[src/rtl/pipeline_hazard_ctrl.sv]
// rtl/pipeline_hazard_ctrl.sv - stall/flush sequencer for the 5-stage pipeline registers
module pipeline_hazard_ctrl #(
  parameter int REG_ADDR_W      = 5,
  parameter int REDIRECT_CYCLES = 1,
  parameter int TIMEOUT         = 64,
  parameter int STALL_CNT_W     = 16
) (
  input  logic                   clk_i,
  input  logic                   reset_i,
  input  logic                   id_valid_i,
  input  logic [REG_ADDR_W-1:0]  id_rs1_i,
  input  logic [REG_ADDR_W-1:0]  id_rs2_i,
  input  logic                   id_use_rs1_i,
  input  logic                   id_use_rs2_i,
  input  logic                   ex_mem_read_i,
  input  logic [REG_ADDR_W-1:0]  ex_rd_i,
  input  logic                   ex_branch_taken_i,
  input  logic                   dmem_busy_i,
  output logic                   pc_en_o,
  output logic                   ifid_en_o,
  output logic                   idex_en_o,
  output logic                   exmem_en_o,
  output logic                   memwb_en_o,
  output logic                   ifid_flush_o,
  output logic                   idex_flush_o,
  output logic                   exmem_flush_o,
  output logic                   memwb_flush_o,
  output logic [1:0]             state_o,
  output logic [STALL_CNT_W-1:0] stall_cnt_o,
  output logic                   err_o
);

  typedef enum logic [1:0] {
    RUN      = 2'd0,
    LU_STALL = 2'd1,
    REDIRECT = 2'd2,
    MEM_WAIT = 2'd3
  } state_t;

  localparam int BUSY_MAX = (TIMEOUT == 0) ? 1 : TIMEOUT;
  localparam int BUSY_W   = $clog2(BUSY_MAX + 1);
  localparam logic [BUSY_W-1:0] BUSY_TOP  = BUSY_W'(BUSY_MAX);
  localparam logic [BUSY_W-1:0] BUSY_LAST = BUSY_W'(BUSY_MAX - 1);
  localparam logic [2:0] REDIR_LOAD = 3'(REDIRECT_CYCLES - 1);

  state_t                 r_state;
  state_t                 r_resume;
  logic [2:0]             r_redir_cnt;
  logic [BUSY_W-1:0]      r_busy_cnt;
  logic [STALL_CNT_W-1:0] r_stall_cnt;
  logic                   r_err;

  state_t     w_next_state;
  state_t     w_next_resume;
  state_t     w_eff_state;
  logic [2:0] w_next_redir;
  logic       w_lu;

  assign w_lu = id_valid_i & ex_mem_read_i & (ex_rd_i != '0) &
                ((id_use_rs1_i & (id_rs1_i == ex_rd_i)) |
                 (id_use_rs2_i & (id_rs2_i == ex_rd_i)));

  // Once memory frees up, MEM_WAIT behaves exactly like the state it interrupted.
  assign w_eff_state = (r_state == MEM_WAIT) ? r_resume : r_state;

  always_comb begin
    pc_en_o       = 1'b1;
    ifid_en_o     = 1'b1;
    idex_en_o     = 1'b1;
    exmem_en_o    = 1'b1;
    memwb_en_o    = 1'b1;
    ifid_flush_o  = 1'b0;
    idex_flush_o  = 1'b0;
    exmem_flush_o = 1'b0;
    memwb_flush_o = 1'b0;
    w_next_state  = RUN;
    w_next_resume = r_resume;
    w_next_redir  = r_redir_cnt;

    if (dmem_busy_i) begin
      pc_en_o       = 1'b0;
      ifid_en_o     = 1'b0;
      idex_en_o     = 1'b0;
      exmem_en_o    = 1'b0;
      memwb_flush_o = 1'b1;
      w_next_state  = MEM_WAIT;
      w_next_resume = w_eff_state;
    end else if (ex_branch_taken_i) begin
      ifid_flush_o = 1'b1;
      idex_flush_o = 1'b1;
      w_next_redir = REDIR_LOAD;
      w_next_state = (REDIRECT_CYCLES > 1) ? REDIRECT : RUN;
    end else if (w_eff_state == REDIRECT) begin
      ifid_flush_o = 1'b1;
      w_next_redir = r_redir_cnt - 3'd1;
      w_next_state = (r_redir_cnt == 3'd1) ? RUN : REDIRECT;
    end else if (w_lu) begin
      pc_en_o      = 1'b0;
      ifid_en_o    = 1'b0;
      idex_flush_o = 1'b1;
      w_next_state = LU_STALL;
    end

    // Reset forces a full freeze-and-bubble regardless of anything else.
    if (reset_i) begin
      pc_en_o       = 1'b0;
      ifid_en_o     = 1'b0;
      idex_en_o     = 1'b0;
      exmem_en_o    = 1'b0;
      memwb_en_o    = 1'b0;
      ifid_flush_o  = 1'b1;
      idex_flush_o  = 1'b1;
      exmem_flush_o = 1'b1;
      memwb_flush_o = 1'b1;
    end
  end

  always_ff @(posedge clk_i or posedge reset_i) begin
    if (reset_i) begin
      r_state     <= RUN;
      r_resume    <= RUN;
      r_redir_cnt <= 3'd0;
    end else begin
      r_state     <= w_next_state;
      r_resume    <= w_next_resume;
      r_redir_cnt <= w_next_redir;
    end
  end

  always_ff @(posedge clk_i or posedge reset_i) begin
    if (reset_i) begin
      r_busy_cnt  <= '0;
      r_stall_cnt <= '0;
      r_err       <= 1'b0;
    end else begin
      if (!pc_en_o && (r_stall_cnt != '1)) begin
        r_stall_cnt <= r_stall_cnt + 1'b1;
      end
      if (dmem_busy_i) begin
        if (r_busy_cnt != BUSY_TOP) begin
          r_busy_cnt <= r_busy_cnt + 1'b1;
        end
        if ((TIMEOUT != 0) && (r_busy_cnt == BUSY_LAST)) begin
          r_err <= 1'b1;
        end
      end else begin
        r_busy_cnt <= '0;
      end
    end
  end

  assign state_o     = r_state;
  assign stall_cnt_o = r_stall_cnt;
  assign err_o       = r_err;

endmodule

[config.mk]
export PLATFORM = sky130hd
export DESIGN_NAME = pipeline_hazard_ctrl
export DESIGN_NICKNAME = d
export VERILOG_FILES = /design/src/rtl/pipeline_hazard_ctrl.sv
export SDC_FILE = /design/constraint.sdc
export NUM_CORES = 1
export LEC_CHECK = 0
export BUFFER_PORTS_ARGS = -buffer_cell sky130_fd_sc_hd__buf_2
export CAP_MARGIN = 20
export CORE_MARGIN = 10
export CORE_UTILIZATION = 50
export CTS_CLUSTER_DIAMETER = 150
export CTS_CLUSTER_SIZE = 10
export DETAILED_ROUTE_END_ITERATION = 16
export PLACE_DENSITY_LB_ADDON = 0.05
export SLEW_MARGIN = 20
export SYNTH_ARGS = -nofsm -noshare
export SYNTH_HDL_FRONTEND = slang
export SYNTH_SLANG_ARGS = --single-unit
[constraint.sdc]
create_clock -name clk_i -period 4.8 [get_ports clk_i]
set_input_delay 1.44 -clock clk_i [delete_from_list [all_inputs] [get_ports clk_i]]
set_output_delay 1.44 -clock clk_i [all_outputs]
set_load 0.01 [all_outputs]
Word-level counts from Yosys, hierarchy flattened:

Cells that the tools add are included.

* bits of input ports: 23
* bits in registers: 31
* output and inout port bits: 28
* word-level logic and storage cells: 61

* mux-type cells: 30
* bitwise gates (word level): 7
* equality and inequality tests: 9
* reduce and logical (&&, ||, !) cells: 6
* add/subtract/negate cells: 3

Operator list (count)
* $mux 1: 21
* $add 16x1->16 const B: 1
* $ne 16x16->1 const B: 1
* $mux 7: 2
* $eq 5x5->1: 2
* $mux 2: 5
* $add 7x1->7 const B: 1
* $eq 7x6->1 const B: 1
* $ne 7x7->1 const B: 1
* $mux 3: 2
* $and 1x1->1: 5
* $reduce_bool 5->1: 1
* $eq 2x2->1 const B: 2
* $reduce_and 2->1: 2
* $eq 3x1->1 const B: 1
* $sub 3x1->3 const B: 1
* $ne 2x1->1 const B: 1
* $reduce_bool 2->1: 1
* $logic_and 1x1->1: 1
* $logic_not 1->1: 1
* $not 1->1: 1
* $or 1x1->1: 1

Depth between registers and ports, before layout:

* depth after elaboration: 11
* mapped depth: 7
* gate-level depth less buffers: 7

Worst setup path after synthesis:

OpenSTA, ideal clock, no wires.

* path type: input port to output port
* start: input port ex_rd_i[1]
* end: output port pc_en_o
* data required time: 3.360 ns
* stages on the path: 6
* setup slack: 0.695 ns
* arrival time: 2.665 ns
* buffers on the path: 1
* cells stage by stage: or4_4 o211ai_2 nor3_2 a21o_4 inv_8 buf_4

* word-level cells in the longest chain between the ends: 9
* elaborated cells between the ends (all ways): 13
* those cells by class: eq/ne: 2; mux: 5; bitwise: 5; reduce/logical: 1

Ends and longest elaborated chain
* start, declared: RTL line 16 `input logic [REG_ADDR_W-1:0] ex_rd_i,`
* $eq 5x5->1, on equally long branches: RTL line 60, 61
* $and 1x1->1, on equally long branches: RTL line 60, 61
* $or 1x1->1: RTL line 60 `((id_use_rs1_i & (id_rs1_i == ex_rd_i)) |`
* $and 1x1->1 (*): RTL line 59 `assign w_lu = id_valid_i & ex_mem_read_i & (ex_rd_i != '0) &`
* $mux 1 (*) (5 in series)
* end, declared: RTL line 19 `output logic pc_en_o,`

Every way passes the cells marked *; elsewhere a longest branch is shown, timed or not.

Worst setup path in the final report:

* start: input port ex_rd_i[1]
* end: output port ifid_en_o

* word-level cells in the longest chain between the ends: 9
* elaborated cells between the ends (all ways): 13
* those cells by class: eq/ne: 2; mux: 5; bitwise: 5; reduce/logical: 1

Ends and longest elaborated chain
* $eq 5x5->1, on equally long branches: RTL line 60, 61
* $and 1x1->1, on equally long branches: RTL line 60, 61
* $or 1x1->1: RTL line 60
* $and 1x1->1 (*): RTL line 59
* $mux 1 (*): RTL line 97 `end else if (w_lu) begin`
* $mux 1 (*): RTL line 93 `end else if (w_eff_state == REDIRECT) begin`
* $mux 1 (*): RTL line 88 `end else if (ex_branch_taken_i) begin`
* $mux 1 (*): RTL line 80 `if (dmem_busy_i) begin`
* $mux 1 (*): RTL line 105 `if (reset_i) begin`
* end, declared: RTL line 20 `output logic ifid_en_o,`

Marks and branches as above.

==> out/results.txt <==
Setup repair bufs after CTS = 0
DRC Markers = 0
Unique masters post-synth = 40
Post-synthesis adder-cell area fraction = 3.62%
Starting density of the core = 51.8%
Mapped Area = 1730 µm²
Largest family of logic cells by synthesized area = simple AND/OR/NAND/NOR gates
Fill count = 304
Synth top area share = 44.9%
WP data arrival = 2.87 ns
Die Span X = 78.8 µm
Post-cts repair resize count = 0
Status = finished clean
Gr ovfl total = 0
Mean area per synthesized cell = 9.99 µm²
I/O Pins = 51
Vias in the first global route = 1,459
PwrDens = 342 nW/µm²
Fin crit share = 89.9%
Slew Limit Fails = 0
EDFF count, synth = 0
Hold Vio Cnt, Final = 0
CTS tree = yes
Antenna violations before repair = 0
CP Class = in -> out
Clock transition at the registers of the reported paths = 0.09 ns
Syn nets = 201
Share of cells above drive strength 1 = 31.4%
Largest net degree at the start of global routing = 30
Port buffer count = 50
TritonRoute pass-1 iters = 4
Leakage = 0.000981 µW
Final #Nets = 254
Sequential fraction of the synthesis area = 44.9%
Cell Chain, Critical Path = buf_2 -> or4_4 -> o211ai_2 -> nor3_2 -> a21o_4 -> inv_8 -> buf_2
Row cnt = 21
Antenna Violating Nets Remaining = 0
Core box area = 3340 µm²
Root Driver = clkbuf_4
Sinks on Clock Net = 31
Clk_lat worst skew = 0.33 ns
Setup violations, final = 0
Worst stage delay on the critical path = 0.53 ns
Fmax = 232 MHz
Synth Register Bits = 31
WL final = 3.84 mm
Min cycle time layout = 4.31 ns
Gpl congestion = 0.815
Initial drt markers = 89
HPWL Detailed = 3.03 mm
Rel. slew slack = 64.1%
Synth top area cells = dfrtp_1 45%, xnor2_1 10%, xor2_1 5.1%
Hold path depth = 1
# diodes = 0
Max IR drop VDD = 0.000208 V
Final Skew = 0.00546 ns
Longest Clk Path Bufs = 2
Post-synthesis mux area share = 0.869%
Simple-gate portion of the synthesized area = 23.1%
Dpl cell area = 2010 µm²
Wire length of the first global-routing pass = 6.54 mm
Unrepaired setup endpoints after global routing = no
CTS buffer count = 5
R2R depth = 7
Die area = 6210 µm²
Syn-to-layout area delta = 19.8%
WL/cell = 14.1 µm
Vias = 1,394
H-tree levels = 2
Synth Area in Compound Gates = 8.18%
Worst EP required = 3.36 ns
Largest area contributor in the netlist = dfrtp_1
Async SR Flop Fraction = 100%
Vias/cell = 5.13
Max_cap viols = 0
Hold Path Class = reg -> reg
Worst path most repeated cell = buf_2
Final instance area = 2070 µm²
Tot GR Track Use = 12.9%
Dominant synthesized flop cell = dfrtp_1
Crit end category = primary output
Syn Inst Count = 173
Ys Warns = 0
Critical-path top delay cell = or4_4
Die Ht = 78.8 µm
Setup tns final = 0 ns
Worst-margin pin slew = 0.537 ns
CTS Hold Bufs = 0
Synth Area in XOR/XNOR = 15.2%
Critical-path maximum fanout = 11
Startpoint Class = input port
==> cell usage in the layout, fill, tap and decap left out, types with 5 or more instances in the layout <==
master	instances
buf_2	50
dfrtp_1	31
xnor2_1	20
nand3_1	13
nor2_1	13
nand2_1	11
xor2_1	10
inv_1	8
o21ai_0	6
nand4_1	5
nor3_1	5
ha_1	5
clkbuf_4	5
==> state kept, by name (all words and copies together) (netlist names) <==
register / cells
r_busy_cnt: 7
err_o: 1
state_o: 2
r_redir_cnt: 3
r_resume: 2
stall_cnt_o: 16
==> area by class of cell <==
type	count	area, µm²	share of cell area (%)
clock buffers	6	51.3	2.48
well taps	46	57.6	2.78
inverters	9	41.3	2.00
clock inverters	1	5.00	0.242
multi-input cells	128	881	42.6
flip-flops and latches	31	776	37.5
repair buffers	51	258	12.5
==> logic make-up after synthesis <==
group | after synthesis
xor gates and xnor gates | 30
muxes | 1
buffers and inverters | 14
adders and majority gates | 5
and+or+nand+nor | 72
AOI/OAI and AO/OA | 20
DFF | 31
==> worst max-delay path, delay by kind of cell <==
kind	cells	cell delay (ns)
buf+inv	3	0.34
compound gates	2	0.48
simple gates	2	0.60
==> per-layer routing <==
layer	vias to the layer above	wire, µm	GRT usage [%]
met5	-	0	0
met4	0	23	4.84
met3	3	256	4.62
met2	33	2060	24.3
met1	665	1500	12.7
li1	693	-	-
==> synthesized netlist by cell type, types with 2 or more instances <==
master,number
nor2_1,13
xnor2_1,20
nand2_1,11
dfrtp_1,31
clkbuf_1,2
nor2b_1,4
inv_1,8
buf_4,3
nand4_1,5
o21ai_0,6
nor3b_1,2
and3_2,3
and3_1,2
a21oi_1,4
and2_1,4
nand2b_1,2
xor2_1,10
nand3_1,13
nor3_1,5
ha_1,5
==> power by group <==
group	leakage, µW	total [µW]	internal (µW)	switching [µW]
Clock	0.0000341	155	67.8	87.2
Sequential	0.000383	354	305	48.4
Combinational	0.000564	199	99.4	99.5
Total	0.000981	708	473	235
==> path summary, 6_finish.rpt <==
path | startpoint | endpoint | slack [ns]
worst max-delay path | ex_rd_i[1] | ifid_en_o | 0.49
worst min-delay path | stall_cnt_o[13]$_DFFE_PP0P_ | stall_cnt_o[13]$_DFFE_PP0P_ | 0.48
worst max register to register | stall_cnt_o[0]$_DFFE_PP0P_ | stall_cnt_o[3]$_DFFE_PP0P_ | 2.73
worst min register to register | stall_cnt_o[13]$_DFFE_PP0P_ | stall_cnt_o[13]$_DFFE_PP0P_ | 0.48
max in group asynchronous | reset_i | stall_cnt_o[7]$_DFFE_PP0P_ | 3.20
min in group asynchronous | reset_i | r_redir_cnt[0]$_DFFE_PP0P_ | 1.01
==> per-stage QoR <==
stage,total power [µW],hold slack (ns),instances,setup slack (ns),util [%]
after floorplan,482,0.453,173,0.695,-
after global placement,557,0.451,265,0.507,60.3
after detailed placement,562,0.477,265,0.489,60.3
after CTS,720,0.494,272,0.487,62.0
after global routing,763,0.515,272,0.447,62.0
final,708,0.485,272,0.486,62.0
(Power assumes the default switching activity.)
